**src/rtl/uart_tx_fifo.sv**
```systemverilog
// UART transmitter fed by a FIFO over a valid/ready handshake.
// Frames (start, data LSB first, optional parity, stop) are sent back-to-back while words are queued.
module uart_tx_fifo #(
  parameter int BAUD_DIV   = 5208,
  parameter int DATA_BITS  = 8,
  parameter int PARITY     = 0,
  parameter int STOP_BITS  = 1,
  parameter int FIFO_DEPTH = 16
) (
  input  logic                          sys_clk_50M,
  input  logic                          rst_n,
  input  logic                          tx_valid,
  output logic                          tx_ready,
  input  logic [DATA_BITS-1:0]          tx_data,
  output logic                          tx,
  output logic                          busy,
  output logic                          tx_done,
  output logic [$clog2(FIFO_DEPTH):0]   fifo_level
);
  localparam int          AW       = $clog2(FIFO_DEPTH);
  localparam logic [AW:0] FULL_LVL = (AW+1)'(FIFO_DEPTH);
  localparam logic        PAR_ODD  = (PARITY == 2);

  typedef enum logic [2:0] {S_IDLE, S_START, S_DATA, S_PAR, S_STOP} state_t;

  state_t                 state, state_nxt;
  logic [DATA_BITS-1:0]   mem [FIFO_DEPTH];
  logic [AW:0]            wr_ptr, rd_ptr;
  logic                   rdy_en, push, pop, empty, full;
  logic [15:0]            baud_cnt;
  logic                   baud_last;
  logic [2:0]             bit_idx;
  logic                   bit_last;
  logic [DATA_BITS-1:0]   shreg;
  logic                   par_bit;
  logic                   tx_nxt, done_nxt;

  // FIFO: extra pointer bit distinguishes full from empty
  assign fifo_level = wr_ptr - rd_ptr;
  assign empty      = (wr_ptr == rd_ptr);
  assign full       = (fifo_level == FULL_LVL);
  assign tx_ready   = rdy_en && !full;
  assign push       = tx_valid && tx_ready;

  assign baud_last = (baud_cnt == 16'(BAUD_DIV - 1));
  assign bit_last  = (state == S_DATA) ? (bit_idx == 3'(DATA_BITS - 1))
                                       : (bit_idx == 3'(STOP_BITS - 1));

  always_ff @(posedge sys_clk_50M) begin
    if (push) mem[wr_ptr[AW-1:0]] <= tx_data;
  end

  always_ff @(posedge sys_clk_50M or negedge rst_n) begin
    if (!rst_n) begin
      wr_ptr <= '0;
      rd_ptr <= '0;
      rdy_en <= 1'b0;
    end else begin
      rdy_en <= 1'b1;
      if (push) wr_ptr <= wr_ptr + 1'b1;
      if (pop)  rd_ptr <= rd_ptr + 1'b1;
    end
  end

  always_ff @(posedge sys_clk_50M or negedge rst_n) begin
    if (!rst_n) state <= S_IDLE;
    else        state <= state_nxt;
  end

  always_comb begin
    state_nxt = state;
    case (state)
      S_IDLE:  if (!empty) state_nxt = S_START;
      S_START: if (baud_last) state_nxt = S_DATA;
      S_DATA:  if (baud_last && bit_last) state_nxt = (PARITY != 0) ? S_PAR : S_STOP;
      S_PAR:   if (baud_last) state_nxt = S_STOP;
      S_STOP:  if (baud_last && bit_last) state_nxt = empty ? S_IDLE : S_START;
      default: state_nxt = S_IDLE;
    endcase
  end

  // Line value for the next cycle; tx lags the FSM by one register stage
  always_comb begin
    pop      = 1'b0;
    done_nxt = 1'b0;
    tx_nxt   = 1'b1;
    case (state)
      S_IDLE:  pop = !empty;
      S_START: tx_nxt = 1'b0;
      S_DATA:  tx_nxt = shreg[0];
      S_PAR:   tx_nxt = par_bit;
      S_STOP: begin
        done_nxt = baud_last && bit_last;
        pop      = done_nxt && !empty;
      end
      default: ;
    endcase
  end

  always_ff @(posedge sys_clk_50M or negedge rst_n) begin
    if (!rst_n) begin
      baud_cnt <= '0;
      bit_idx  <= '0;
      shreg    <= '0;
      par_bit  <= 1'b0;
      tx       <= 1'b1;
      tx_done  <= 1'b0;
      busy     <= 1'b0;
    end else begin
      tx      <= tx_nxt;
      tx_done <= done_nxt;
      busy    <= (state != S_IDLE) || !empty;
      if (pop) begin
        shreg    <= mem[rd_ptr[AW-1:0]];
        par_bit  <= (^mem[rd_ptr[AW-1:0]]) ^ PAR_ODD;
        baud_cnt <= '0;
        bit_idx  <= '0;
      end else if (state == S_IDLE) begin
        baud_cnt <= '0;
        bit_idx  <= '0;
      end else if (baud_last) begin
        baud_cnt <= '0;
        if (state == S_DATA) begin
          shreg   <= shreg >> 1;
          bit_idx <= bit_last ? 3'd0 : bit_idx + 3'd1;
        end else if (state == S_STOP) begin
          bit_idx <= bit_last ? 3'd0 : bit_idx + 3'd1;
        end else begin
          bit_idx <= '0;
        end
      end else begin
        baud_cnt <= baud_cnt + 16'd1;
      end
    end
  end
endmodule

```
**config.mk**
```make
export PLATFORM = sky130hd
export DESIGN_NAME = uart_tx_fifo
export DESIGN_NICKNAME = d
export VERILOG_FILES = /design/src/rtl/uart_tx_fifo.sv
export SDC_FILE = /design/constraint.sdc
export NUM_CORES = 1
export LEC_CHECK = 0
export CAP_MARGIN = 40
export CORE_MARGIN = 2
export CORE_UTILIZATION = 53
export DETAILED_ROUTE_END_ITERATION = 12
export GPL_TIMING_DRIVEN = 0
export PLACE_DENSITY = 0.79
export SYNTH_ARGS = -nofsm -noshare
export SYNTH_HDL_FRONTEND = slang
export SYNTH_SLANG_ARGS = --single-unit
```
**constraint.sdc**
```tcl
create_clock -name sys_clk_50M -period 4.4 [get_ports sys_clk_50M]
set_input_delay 0.88 -clock sys_clk_50M [delete_from_list [all_inputs] [get_ports sys_clk_50M]]
set_output_delay 0.88 -clock sys_clk_50M [all_outputs]
set_load 0.03 [all_outputs]
```
# == Word-level counts from Yosys, hierarchy flattened ==
# Memories as Yosys holds them, arrays and structs flattened.
# Cells that the tools add are included.
# op_classes
n_addsub,5
n_eq_ne,14
n_mux,26
n_reduce_logical,16
# ops
cell,count
16-bit two-way mux,3
3-bit two-way mux,11
8-bit two-way mux,4
16-bit by 1-bit adder with 16-bit output (second input constant),1
16-bit by 13-bit equality test with 1-bit output (second input constant),1
3-bit case mux with 5 select lines,1
2-bit inequality test (second input constant),6
5-bit by 1-bit adder with 5-bit output (second input constant),2
8-bit parity,1
3-bit by 2-bit equality test with 1-bit output (second input constant),2
3-bit equality test (second input constant),2
3-bit logical NOT,2
3-bit nonzero test,2
5-bit equality test,1
5-bit equality test (second input constant),1
1-bit two-way mux,5
5-bit AND reduction,1
5-bit subtractor,1
1-bit logical AND,4
2-bit nonzero test,2
3-bit by 1-bit adder with 3-bit output (second input constant),1
3-bit by 1-bit equality test with 1-bit output (second input constant),1
1-bit case mux with 3 select lines,1
3-bit AND reduction,1
3 further kinds,4
# word_totals
ff_bits,45
mem_bits_rw,128
out_inout_bits,9
n_memories,1
# memory_table
name,words,width,read_ports,rd_ports_with_merged_regs,write_ports,line,rtl
mem,16,8,1,0,1,27,logic [DATA_BITS-1:0] mem [FIFO_DEPTH];

# == Logic depth before layout (Yosys ltp) ==
# logic_depth
ltp_word,8
ltp_mapped,11

# == Worst setup path after synthesis ==
# No wires, ideal clock.
# synth_timing
path_type,flip-flop to flip-flop
from,register rd_ptr[2]
to,"memory mem[3][0], enable pin"
arrival_time_ns,3.097
required_ns,4.017
setup_slack_ns,0.920
stages_incl_launch_ff,11
path_buffers,3
cell_sequence,dfrtp_1 -> buf_4 -> clkbuf_1 -> inv_1 -> ha_1 -> a21oi_1 -> xnor2_1 -> o311a_1 -> clkbuf_1 -> nand2_1 -> nor3_1
# synth_via
elab_chain_cells,7
# synth_lines
item,line,rtl
"start, declared",28,"logic [AW:0] wr_ptr, rd_ptr;"
"start signal, assigned",61,if (pop) rd_ptr <= rd_ptr + 1'b1;
5-bit subtractor,39,assign fifo_level = wr_ptr - rd_ptr;
via fifo_level[3],18,output logic [$clog2(FIFO_DEPTH):0] fifo_level
5-bit equality test,41,assign full = (fifo_level == FULL_LVL);
1-bit logical NOT,42,assign tx_ready = rdy_en && !full;
1-bit logical AND,42,
1-bit logical AND,43,assign push = tx_valid && tx_ready;
1-bit two-way mux,50,if (push) mem[wr_ptr[AW-1:0]] <= tx_data;
1-bit two-way mux (implied by the code),50,
"end, declared",27,
# The timed path passes the listed nets, and every way through them passes these cells.

# == Worst setup path after layout ==
# layout_timing
from,register rd_ptr[1]
to,output port tx_ready
# layout_via
elab_chain_cells,4
# layout_lines
item,line,rtl
5-bit subtractor,39,
5-bit equality test,41,
1-bit logical NOT,42,
1-bit logical AND,42,
"end, declared",13,"output logic tx_ready,"
# No other way between the ends.

==> metrics <==
fraction of synthesized cell area in xor and xnor cells 3.91%; launching element type of the critical path flop; most numerous cell in the Yosys netlist edfxtp_1; Avg WL per Cell 20.7 um; I/O Pins 20; Clk pwr share 37.2%; leakage power of the design 3.25 nW; layout cells sized above 1 13.4%; most area-hungry cell type in the Yosys netlist edfxtp_1; number of enable-type register cells in the synthesized netlist 128; total number of H-tree levels 4; combinational family with the most area after synthesis multiplexers; async set-reset flop share out of synthesis 26.0%; synthesized-area fraction occupied by adder cells 2.46%; CTS Sinks 173; Arr. time, crit path 3.13 ns; DP Wirelength 9.36 mm; CTS Hold Bufs 0; leftover overflow at the end of global routing 0; power density of the placed cells 465 nW/um^2; Layout fillers 1,038; setup repair after global routing missed its margin false; Longest Clk Path Bufs 2; post-route total power 3.94 mW; outcome finished clean; Bufs and invs on worst path 3; fraction of power spent switching nets 28.1%; initial standard-cell utilization of the core 54.0%; Slew @ Worst Pin 0.652 ns; dominant register cell in the synthesized netlist edfxtp_1; Clock Latency Late Sink 0.44 ns; crit-path leading delay family buffers and inverters; shortest clock period the worst path allows after layout 4.01 ns; P_sw 1.11 mW; First DRT Iteration DRCs 368; TNS Setup 0 ns; net count reported at finish 540; cell-internal power 2.83 mW; die outline width 122 um; CP max-delay cell clkdlybuf4s50_1; commonest cells in the netlist edfxtp_1 (128), dfrtp_1 (44), nor2_1 (26); Port Buf Inserts 19; number of global-route vias before repair 4,163; highest clock rate 0.249 GHz; Multi-input gate area 2290 um^2; DRT antenna net count 0; Reg area 4970 um^2; CP Launch Point rd_ptr[1]; crit share post-route 91.2%; area fraction in and, or, nand and nor cells after synthesis 7.26%; smallest hold slack 0.430 ns; clock root buffer clkbuf_16; Total Die Area 15,000 um^2; Crit path largest cell delay 0.66 ns; register-to-register path setup slack 0.71 ns; number of design rule violations left after detail routing 0; placer congestion estimate 0.820; Crit Reg-Reg Endpoint mem[3][3]; max-slew headroom at the worst pin 56.2%; maximum VDD drop 0.403 mV; router iterations before antenna repair 5; clock buffer count from CTS 17; FF+latch count, synth 173; pin count of the biggest net entering global routing 25; combinational group share of total power 14.6%; vias 4,098; yosys synthesis warning count 0; worst path cell trace clkbuf_2 > inv_2 > fa_1 > a21o_1 > a21oi_1 > xnor2_1 > o31a_1 > clkdlybuf4s50_1; CP Capture Type output pin; placement row count 43; worst min-delay path class input pin to async pin; Crit Reg-Reg Startpoint rd_ptr[1]; Floorplan Core Area 13,800 um^2; # Post-CTS Setup Buffers 0; capture point of the worst path tx_ready; DIE HEIGHT 122 um; number of instances resized during post-cts repair 0; net count of the mapped netlist 501; Area contributors post-synth edfxtp_1 (52%), dfrtp_1 (15%), mux4_2 (4.5%), mux2i_1 (3.2%), mux4_1 (3.2%); compound-cell area share of the yosys netlist 5.40%; mux contribution to synthesized area 11.7%; DRT Wirelength 14.7 mm; relative area change from synthesis to final layout 13.9%; Vias per Instance 5.79; number of diodes added for antenna fixing 0; wire length of the first global-routing pass 23.1 mm; post-synth design cell area 7430 um^2; count of maximum capacitance violations 0; Final Max Tran Viols 0; TritonCTS clock tree yes; total global routing track utilization 21.6%; antenna violations before repair 0; Req. time, crit path 3.52 ns; CP Class flop to output pin; sequential element share of the synthesized area 66.9%; Critical Path Stages 8; Flop pwr share 48.2%; Hold Fails Final Rpt 0; Yosys top cell area share 51.7%; Syn Area/Cell 15.6 um^2; number of cells traversed by the worst register-to-register path 11; count of cell types in the netlist 52; worst-path fanout max 11; final setup skew 0.0152 ns; CTS clock-pin slew for the worst setup and hold paths 0.08 ns; number of setup violations in the final report 0; Gate Count Post-Synth 476
per-stage QoR:
step                      util (%)  cells  setup slack [ns]  area (um^2)
after global placement        57.0    675             0.164         7850
after CTS                     61.5    709            0.0483         8470
after global routing          61.5    708             0.193         8470
final                         61.5    708             0.385         8470
after detailed placement      57.2    677             0.447         7880
after floorplan                  -    476             0.920         7430
power groups by stage:
stage	logic [mW]	registers, mW	clock network, mW
CTS	0.574	1.90	1.49
global route	0.626	1.90	1.56
detailed placement	0.567	1.93	0
finish	0.574	1.90	1.47
floorplan	0.363	1.91	0
global placement	0.537	1.92	0
how the worst min path moves through the flow:
| stage | startpoint | endpoint | slack [ns] | cells after the start |
|---|---|---|---|---|
| 5_1_grt | rst_n | shreg[4] | 0.43 | 1 |
| 4_1_cts | rst_n | shreg[7] | 0.42 | 1 |
| 2_1_floorplan | baud_cnt[0] | baud_cnt[0] | 0.45 | 1 |
| 6_report | rst_n | shreg[4] | 0.43 | 1 |
| 3_3_place_gp | shreg[3] | shreg[3] | 0.46 | 2 |
| 3_5_place_dp | shreg[3] | shreg[3] | 0.48 | 2 |
area by class of cell:
cell class	instances	area share, %
Buffer	20	1.39
Clock buffer	17	5.03
Clock inverter	15	1.98
Inverter	14	0.621
Multi-Input combinational cell	268	27.0
Sequential cell	173	58.7
Tap cell	180	2.66
Timing Repair Buffer	21	2.57
metal layers:
metal | wire length, um | track usage [%] | part of all wire [%]
met1 | 6430 | 29.3 | 44
met2 | 7250 | 34.1 | 49
met3 | 642 | 4.18 | 4.4
met4 | 329 | 9.99 | 2.2
met5 | 0 | 0 | 0
cell usage in the layout (no fill, tap or decap), types with 13 or more instances in the layout:
cell             count
xnor2_1             14
mux2i_1             24
inv_1               13
clkbuf_16           17
edfxtp_1           128
a21oi_1             15
nor2_1              26
dfrtp_1             44
xor2_1              14
mux4_2              15
o21ai_0             25
and3_1              19
nand2_1             22
ha_1                13
clkdlybuf4s50_1     18
registers in the layout, indices dropped and copies added (netlist names):
name,cells
mem,128
baud_cnt,16
shreg,8
rd_ptr,5
wr_ptr,5
bit_idx,3
state,3
busy,1
par_bit,1
rdy_en,1
tx,1
tx_done,1
logic make-up after synthesis:
logic type                 count (synthesis)
DFF                                      173
and+or+nand+nor                          106
AOI/OAI and AO/OA                         64
muxes                                     53
buffers and inverters                     35
xor gates and xnor gates                  30
adders and majority gates                 14
other                                      1
Note: power is estimated with default switching activity, not from simulation.
